<file path="src/rtl/bbox_sched.sv">
// Bounding-box scheduler: sequences one fp_min and one fp_max unit through four compare passes per triangle.
// Latency: 1 + 4*(L+1) cycles from the accept cycle to bbox_valid, where L is the slower unit's latency.
// Backpressure: stalls in ISSUE until both units are ready, holds the result in OUT until bbox_ready; tri_ready only in IDLE.
module bbox_sched #(
    parameter int W = 16
) (
    input  logic         clk,
    input  logic         rst,
    input  logic         tri_valid,
    output logic         tri_ready,
    input  logic [W-1:0] x0,
    input  logic [W-1:0] y0,
    input  logic [W-1:0] x1,
    input  logic [W-1:0] y1,
    input  logic [W-1:0] x2,
    input  logic [W-1:0] y2,
    output logic         bbox_valid,
    input  logic         bbox_ready,
    output logic [W-1:0] xmin,
    output logic [W-1:0] xmax,
    output logic [W-1:0] ymin,
    output logic [W-1:0] ymax,
    output logic         min_nd,
    output logic         max_nd,
    input  logic         min_us_rfd,
    input  logic         max_us_rfd,
    output logic [W-1:0] min_a,
    output logic [W-1:0] min_b,
    output logic [W-1:0] max_a,
    output logic [W-1:0] max_b,
    output logic         min_ds_rfd,
    output logic         max_ds_rfd,
    input  logic         min_rdy,
    input  logic         max_rdy,
    input  logic [W-1:0] min_res,
    input  logic [W-1:0] max_res
);

    typedef enum logic [1:0] {
        S_IDLE  = 2'd0,
        S_ISSUE = 2'd1,
        S_WAIT  = 2'd2,
        S_OUT   = 2'd3
    } state_t;

    state_t state, state_nxt;

    logic [1:0]   pass;
    logic         dmin, dmax;
    logic [W-1:0] rmin, rmax;
    logic [W-1:0] lx0, ly0, lx1, ly1, lx2, ly2;

    logic         accept;
    logic         issue;
    logic         cap_min, cap_max;
    logic         pass_done;
    logic [W-1:0] min_new, max_new;

    // A result captured in the same cycle the pass completes must be used directly.
    assign min_new = cap_min ? min_res : rmin;
    assign max_new = cap_max ? max_res : rmax;

    // Next-state, handshake strobes and operand selection for the current pass.
    always_comb begin
        state_nxt  = state;
        tri_ready  = 1'b0;
        bbox_valid = 1'b0;
        min_nd     = 1'b0;
        max_nd     = 1'b0;
        min_ds_rfd = 1'b0;
        max_ds_rfd = 1'b0;
        min_a      = '0;
        min_b      = '0;
        max_a      = '0;
        max_b      = '0;
        accept     = 1'b0;
        issue      = 1'b0;
        cap_min    = 1'b0;
        cap_max    = 1'b0;
        pass_done  = 1'b0;
        case (state)
            S_IDLE: begin
                // Not ready while reset is held, even though the state is already IDLE.
                tri_ready = rst;
                if (tri_valid) begin
                    accept    = 1'b1;
                    state_nxt = S_ISSUE;
                end
            end
            S_ISSUE: begin
                case (pass)
                    2'd0: begin
                        min_a = lx0;  max_a = lx0;
                        min_b = lx1;  max_b = lx1;
                    end
                    2'd1: begin
                        min_a = rmin; max_a = rmax;
                        min_b = lx2;  max_b = lx2;
                    end
                    2'd2: begin
                        min_a = ly0;  max_a = ly0;
                        min_b = ly1;  max_b = ly1;
                    end
                    default: begin
                        min_a = rmin; max_a = rmax;
                        min_b = ly2;  max_b = ly2;
                    end
                endcase
                // Both units issue together or not at all.
                if (min_us_rfd && max_us_rfd) begin
                    min_nd    = 1'b1;
                    max_nd    = 1'b1;
                    issue     = 1'b1;
                    state_nxt = S_WAIT;
                end
            end
            S_WAIT: begin
                min_ds_rfd = ~dmin;
                max_ds_rfd = ~dmax;
                cap_min    = min_rdy & ~dmin;
                cap_max    = max_rdy & ~dmax;
                if ((dmin | cap_min) && (dmax | cap_max)) begin
                    pass_done = 1'b1;
                    state_nxt = (pass == 2'd3) ? S_OUT : S_ISSUE;
                end
            end
            default: begin
                bbox_valid = 1'b1;
                if (bbox_ready) begin
                    state_nxt = S_IDLE;
                end
            end
        endcase
    end

    // State register.
    always_ff @(posedge clk or negedge rst) begin
        if (!rst) begin
            state <= S_IDLE;
        end else begin
            state <= state_nxt;
        end
    end

    // Vertex latch, pass counter, unit result capture and box publication.
    always_ff @(posedge clk or negedge rst) begin
        if (!rst) begin
            pass <= 2'd0;
            dmin <= 1'b0;
            dmax <= 1'b0;
            rmin <= '0;
            rmax <= '0;
            lx0  <= '0;
            ly0  <= '0;
            lx1  <= '0;
            ly1  <= '0;
            lx2  <= '0;
            ly2  <= '0;
            xmin <= '0;
            xmax <= '0;
            ymin <= '0;
            ymax <= '0;
        end else begin
            if (accept) begin
                lx0  <= x0;
                ly0  <= y0;
                lx1  <= x1;
                ly1  <= y1;
                lx2  <= x2;
                ly2  <= y2;
                pass <= 2'd0;
            end
            if (issue) begin
                dmin <= 1'b0;
                dmax <= 1'b0;
            end
            if (cap_min) begin
                rmin <= min_res;
                dmin <= 1'b1;
            end
            if (cap_max) begin
                rmax <= max_res;
                dmax <= 1'b1;
            end
            if (pass_done) begin
                if (pass == 2'd1) begin
                    xmin <= min_new;
                    xmax <= max_new;
                end
                if (pass == 2'd3) begin
                    ymin <= min_new;
                    ymax <= max_new;
                end else begin
                    pass <= pass + 2'd1;
                end
            end
        end
    end

endmodule

</file>
<file path="config.mk">
export PLATFORM = sky130hd
export DESIGN_NAME = bbox_sched
export DESIGN_NICKNAME = d
export VERILOG_FILES = /design/src/rtl/bbox_sched.sv
export SDC_FILE = /design/constraint.sdc
export NUM_CORES = 1
export LEC_CHECK = 0
export BUFFER_PORTS_ARGS = -buffer_cell sky130_fd_sc_hd__buf_2
export CORE_ASPECT_RATIO = 1.5
export CORE_UTILIZATION = 55
export DETAILED_ROUTE_END_ITERATION = 10
export PLACE_DENSITY = 0.86
export RECOVER_POWER = 50
export SLEW_MARGIN = 20
export SYNTH_ARGS = -nofsm -noshare
export SYNTH_HDL_FRONTEND = slang
export SYNTH_SLANG_ARGS = --single-unit
</file>
<file path="constraint.sdc">
create_clock -name clk -period 3.1 [get_ports clk]
set_input_delay 0.155 -clock clk [delete_from_list [all_inputs] [get_ports clk]]
set_output_delay 0.155 -clock clk [all_outputs]
set_load 0.01 [all_outputs]
</file>
# ---- Yosys cells after proc, flatten, opt, wreduce, memory -nomap -nowiden
# Cells that the tools add are included.
# W data, S select, Z words.
dict set report totals {
  reg_bits 198
  in_bits 136
  wordCells 74
}
dict set report classes {
  addsub 1
  n_eq_ne 8
  mux 32
  bitwise 6
  n_reduce_logical 11
}
# operator count
set op_table {}
lappend op_table {{$mux W16} 5}
lappend op_table {{$pmux W16 S2} 2}
lappend op_table {{$pmux W16 S3} 1}
lappend op_table {{$mux W2} 8}
lappend op_table {{$mux W1} 15}
lappend op_table {{$eq A2 B2 Y1 const B} 3}
lappend op_table {{$ne A2 B2 Y1 const B} 3}
lappend op_table {{$pmux W2 S3} 1}
lappend op_table {{$eq A2 B1 Y1 const B} 2}
lappend op_table {{$logic_not A2 Y1} 2}
lappend op_table {{$reduce_and A2 Y1} 2}
lappend op_table {{$reduce_and A4 Y1} 1}
lappend op_table {{$reduce_bool A2 Y1} 2}
lappend op_table {{$reduce_bool A4 Y1} 1}
lappend op_table {{$reduce_or A3 Y1} 1}
lappend op_table {{$add A2 B1 Y2 const B} 1}
lappend op_table {{$and A1 B1 Y1} 2}
lappend op_table {{$logic_and A1 B1 Y1} 2}
lappend op_table {{$not A1 Y1} 2}
lappend op_table {{$or A1 B1 Y1} 2}

# ---- Depth between registers and ports, before layout
dict set report logic_depth {
  ltp_word 7
  ltp_mapped 7
  mapped_depth_nobuf 5
}

# ---- Least setup slack after synthesis
# Ideal clock, no wire load.
dict set report synth_path {
  kind {reg2out}
  from {reg pass[1]}
  to {out min_b[11]}
  arrival_time_ns 1.873
  t_required_ns 2.945
  setup_slack_ns 1.072
  path_stages_with_launch 8
  n_path_buf 3
  path_cell_list {dfrtp_1 inv_1 ha_1 clkbuf_1 clkbuf_1 a222oi_1 a211oi_1 buf_4}
}
dict set report synth_via {
  elab_chain_cells 3
}
# item line
set synth_rtl {}
lappend synth_rtl {{start, declared} 48} ;# logic [1:0] pass;
lappend synth_rtl {{start signal, assigned} 194} ;# pass <= pass + 2'd1;
lappend synth_rtl {{$eq A2 B2 Y1 (tied with other cells)} n/a}
lappend synth_rtl {{$pmux W16 S3 (*)} n/a}
lappend synth_rtl {{$mux W16 (*)} n/a}
lappend synth_rtl {{end, declared} 28} ;# output logic [W-1:0] min_b,
# Mark *: on every way between the ends. The rest lies on a longest branch, timed or not.

# ---- Worst setup path in the final report
dict set report layout_path {
  from {reg pass[0]}
  to {out max_a[1]}
}
dict set report layout_via {
  elab_chain_cells 3
}
# item line
set layout_rtl {}
lappend layout_rtl {{$eq A2 B2 Y1 or $logic_not A2 Y1 (tied branches)} 91} ;# case (pass)
lappend layout_rtl {{$pmux W16 S2 (*)} 91}
lappend layout_rtl {{$mux W16 (*)} 81} ;# case (state)
lappend layout_rtl {{end, declared} 29} ;# output logic [W-1:0] max_a,
# Marks and branches as above.

==> flow_summary.rst <==
.. list-table::
   :header-rows: 1

   * - Metric
     - Value
   * - Commonest cells in the netlist
     - sky130_fd_sc_hd__dfrtp_1, sky130_fd_sc_hd__mux2_2, sky130_fd_sc_hd__a21oi_1, sky130_fd_sc_hd__nand2_1, sky130_fd_sc_hd__buf_4
   * - Flip-flop and latch count after synthesis
     - 198
   * - Effective utilization at floorplan
     - 0.568
   * - Minimum setup slack in the final design
     - 361 ps
   * - Final-report hold violation count
     - 0
   * - Final count of negative-setup-slack endpoints
     - 0
   * - Largest net degree at the start of global routing
     - 111
   * - Clk sink count
     - 198
   * - Number of pins with negative max-slew slack in the final report
     - 0
   * - Global-route wire length before repair
     - 40600 um
   * - Std cell rows
     - 55
   * - Fin Setup TNS
     - 0 ps
   * - Number of H-tree levels
     - 4
   * - Clock tree from TritonCTS
     - built
   * - Boundary Pins
     - 270
   * - Worst slack at placement
     - around 800 ps
   * - Leakage power figure
     - 5.55 nW
   * - Area of all placed cells without fillers
     - 11800 um^2
   * - Placer congestion estimate
     - just under 0.9
   * - Critical-path maximum fanout
     - 18
   * - Buffer depth of the longest clock path
     - 2
   * - Outcome
     - completed
   * - Setup CP Type
     - flop to primary output
   * - Kind of path behind the tightest hold check
     - input pin to flop
   * - Die area
     - 16200 um^2
   * - Share of flip-flops with an asynchronous set or reset
     - 1.00
   * - Count of vias placed by the detailed router
     - 7008
   * - Power per standard cell area
     - 951 nW/um^2
   * - Most frequent cell after synthesis
     - sky130_fd_sc_hd__dfrtp_1
   * - Overflow after GRT
     - 0
   * - Die height
     - 156 um
   * - Slew HR
     - 0.00806
   * - Yosys synthesis warning count
     - 0
   * - Area post-placement
     - 10000 um^2
   * - Hold slack
     - 52.7 ps
   * - Met3 wire length
     - roughly 2100 um
   * - Overall global routing resource usage
     - 0.333
   * - Synthesized area per cell
     - 14.0 um^2
   * - Final antenna diode count
     - 0
   * - Clock-pin slew on the worst setup and hold paths
     - 70 ps
   * - Metal-1 WL
     - slightly above 9000 um
   * - Signed area change from the synthesized netlist to the final layout
     - 36.4%
   * - Minimum clock period
     - 2740 ps
   * - Count of buffers inserted at the top-level ports
     - 269
   * - Crit path DAT
     - 2580 ps
   * - Final period utilization
     - 0.883
   * - Avg WL per Cell
     - 21.8 um
   * - Mapped Cells
     - 619
   * - Synthesized Nets
     - 759
   * - Element type at the critical path end
     - primary output
   * - Vias in the first global route
     - 7473
   * - Clock latency at the later pin of the worst-skew pair
     - between 400 and 500 ps
   * - Worst voltage drop across the vdd grid
     - 589 uV
   * - Core footprint
     - 15200 um^2
   * - Required time reported for the critical path endpoint
     - 2940 ps
   * - Via density per instance
     - 5.85
   * - Drt initial violations
     - 425
   * - Antenna violation net count after detailed routing
     - 0
   * - Biggest area consumer among synthesized cells
     - sky130_fd_sc_hd__dfrtp_1
   * - WL met2
     - 13600 um
   * - Drt first pass iters
     - 6
   * - Fraction of final layout cells sized beyond drive strength 1
     - 0.454
   * - Top cells by area in the synthesized netlist
     - sky130_fd_sc_hd__dfrtp_1, sky130_fd_sc_hd__mux2_2, sky130_fd_sc_hd__mux2_4, sky130_fd_sc_hd__buf_4, sky130_fd_sc_hd__a21oi_1
   * - Actual slew at the worst max-slew pin
     - 1490 ps
   * - Setup Fix Bufs, Post-CTS
     - 0
   * - Non-Filler Instances
     - 1198
   * - DRC violations left
     - 0
   * - RSZ-0062 raised after global routing
     - false
   * - Fmax
     - 0.365 GHz
   * - Count of distinct cell types in the synthesized netlist
     - 29
   * - Root Buffer
     - sky130_fd_sc_hd__clkbuf_16
   * - Part of the Yosys area used for sequential elements
     - 0.573
   * - Startpoint kind of the worst setup timing path
     - flop
   * - Post-detail-place hpwl
     - 15500 um
   * - Max Cap Viol
     - 0
   * - Portion of synthesized cell area occupied by the leading cell type
     - 0.573
   * - Number of buffers created by CTS
     - 17
   * - Dominant register cell in the synthesized netlist
     - sky130_fd_sc_hd__dfrtp_1
   * - Antenna violations before repair
     - 0
   * - Horizontal extent of the die
     - 104 um
   * - Final wirelength
     - 26200 um
   * - Uppermost signal routing layer after detailed routing
     - met4
   * - Count of nets after finishing
     - 1126
   * - Clock skew after layout
     - 8.42 ps
   * - Post-synth EDFFs
     - 0
   * - Post-synth design cell area
     - 8640 um^2
   * - Cell Count Post-Placement
     - just over 1000
-- flip-flops by register name, indices dropped and copies added, names as in the netlist, 2 cells and up --
name	flops
lx2	16
ly1	16
rmax	16
xmin	16
lx1	16
state	2
ymax	16
ly0	16
ly2	16
ymin	16
lx0	16
rmin	16
pass	2
xmax	16
-- logic make-up after synthesis --
| family | synth area share |
|---|---|
| buf+inv | 0.0469 |
| fa+ha+maj | 0.00579 |
| simple gates | 0.0371 |
| compound gates | 0.0704 |
| mux | 0.267 |
| flops | 0.573 |
-- final timing paths --
| kind | start | to | slack [ps] | cells past startpoint |
|---|---|---|---|---|
| max in group asynchronous | rst | ly0[5] | 1000 | 3 |
| min in group asynchronous | rst | lx2[9] | 230 | 2 |
| worst max-delay path | pass[0] | max_a[1] | 360 | 7 |
| worst min-delay path | max_res[15] | rmax[15] | 50 | 2 |
| worst min register to register | ymax[1] | ymax[1] | 510 | 1 |
| worst max register to register | pass[1] | ymin[4] | 570 | 5 |
-- per-stage QoR --
stage | util | total power, mW
after floorplan | - | 7.22
after global placement | 0.658 | 8.55
after detailed placement | 0.658 | 8.72
after CTS | 0.781 | 11.1
after global routing | 0.775 | 11.7
final | 0.775 | 11.2
-- cell usage in the layout (no fill, tap or decap), types with 3 or more instances in the layout --
| cell | synthesis | final |
|---|---|---|
| sky130_fd_sc_hd__a211oi_1 | 16 | 16 |
| sky130_fd_sc_hd__a21oi_1 | 34 | 34 |
| sky130_fd_sc_hd__a222oi_1 | 16 | 16 |
| sky130_fd_sc_hd__a22oi_1 | 16 | 16 |
| sky130_fd_sc_hd__buf_2 | 12 | 204 |
| sky130_fd_sc_hd__buf_4 | 24 | 9 |
| sky130_fd_sc_hd__clkbuf_1 | 19 | 65 |
| sky130_fd_sc_hd__clkbuf_16 | 0 | 17 |
| sky130_fd_sc_hd__clkinv_4 | 0 | 3 |
| sky130_fd_sc_hd__dfrtp_1 | 198 | 198 |
| sky130_fd_sc_hd__dlygate4sd3_1 | 0 | 128 |
| sky130_fd_sc_hd__inv_1 | 6 | 5 |
| sky130_fd_sc_hd__inv_6 | 0 | 4 |
| sky130_fd_sc_hd__inv_8 | 0 | 3 |
| sky130_fd_sc_hd__mux2_2 | 174 | 174 |
| sky130_fd_sc_hd__mux2_4 | 20 | 20 |
| sky130_fd_sc_hd__nand2_1 | 33 | 33 |
| sky130_fd_sc_hd__nor2_1 | 22 | 21 |
| sky130_fd_sc_hd__o21ai_0 | 5 | 5 |
-- worst max-delay path, cell delays in order (launching register included) --
cell and delay (ps):
sky130_fd_sc_hd__dfrtp_1 370, sky130_fd_sc_hd__inv_1 90, sky130_fd_sc_hd__ha_2 280, sky130_fd_sc_hd__nor2_2 550, sky130_fd_sc_hd__buf_4 360, sky130_fd_sc_hd__nand2_1 110, sky130_fd_sc_hd__a21oi_1 200, sky130_fd_sc_hd__buf_2 180
-- power by group --
part           leakage [nW]  switching [mW]  total [mW]  internal [mW]
logic                  2.77            2.46        4.61           2.15
clock network         0.291            1.04        2.20           1.15
registers              2.49           0.737        4.40           3.66
-- per-layer routing --
metal,GRT usage,up-vias
met1,0.362,3505
met2,0.576,452
met5,0,-
met4,0.184,0
li1,-,2954
met3,0.103,97
-- final cells by class --
type	instances	area, um^2
Clock buffer	18	429
Clock inverter	14	163
Timing Repair Buffer	409	2660
Fill cell	869	3420
Inverter	6	26.3
Sequential cell	198	4950
Multi-Input combinational cell	354	3310
Tap cell	199	249
-- timing repair --
action                                  CTS  global route
gates resized for setup                   0             1
hold buffers                            128             0
endpoints found under the setup margin    0             2
endpoints found under the hold margin   176             0
No activity file was read; power rests on OpenSTA's default activity.
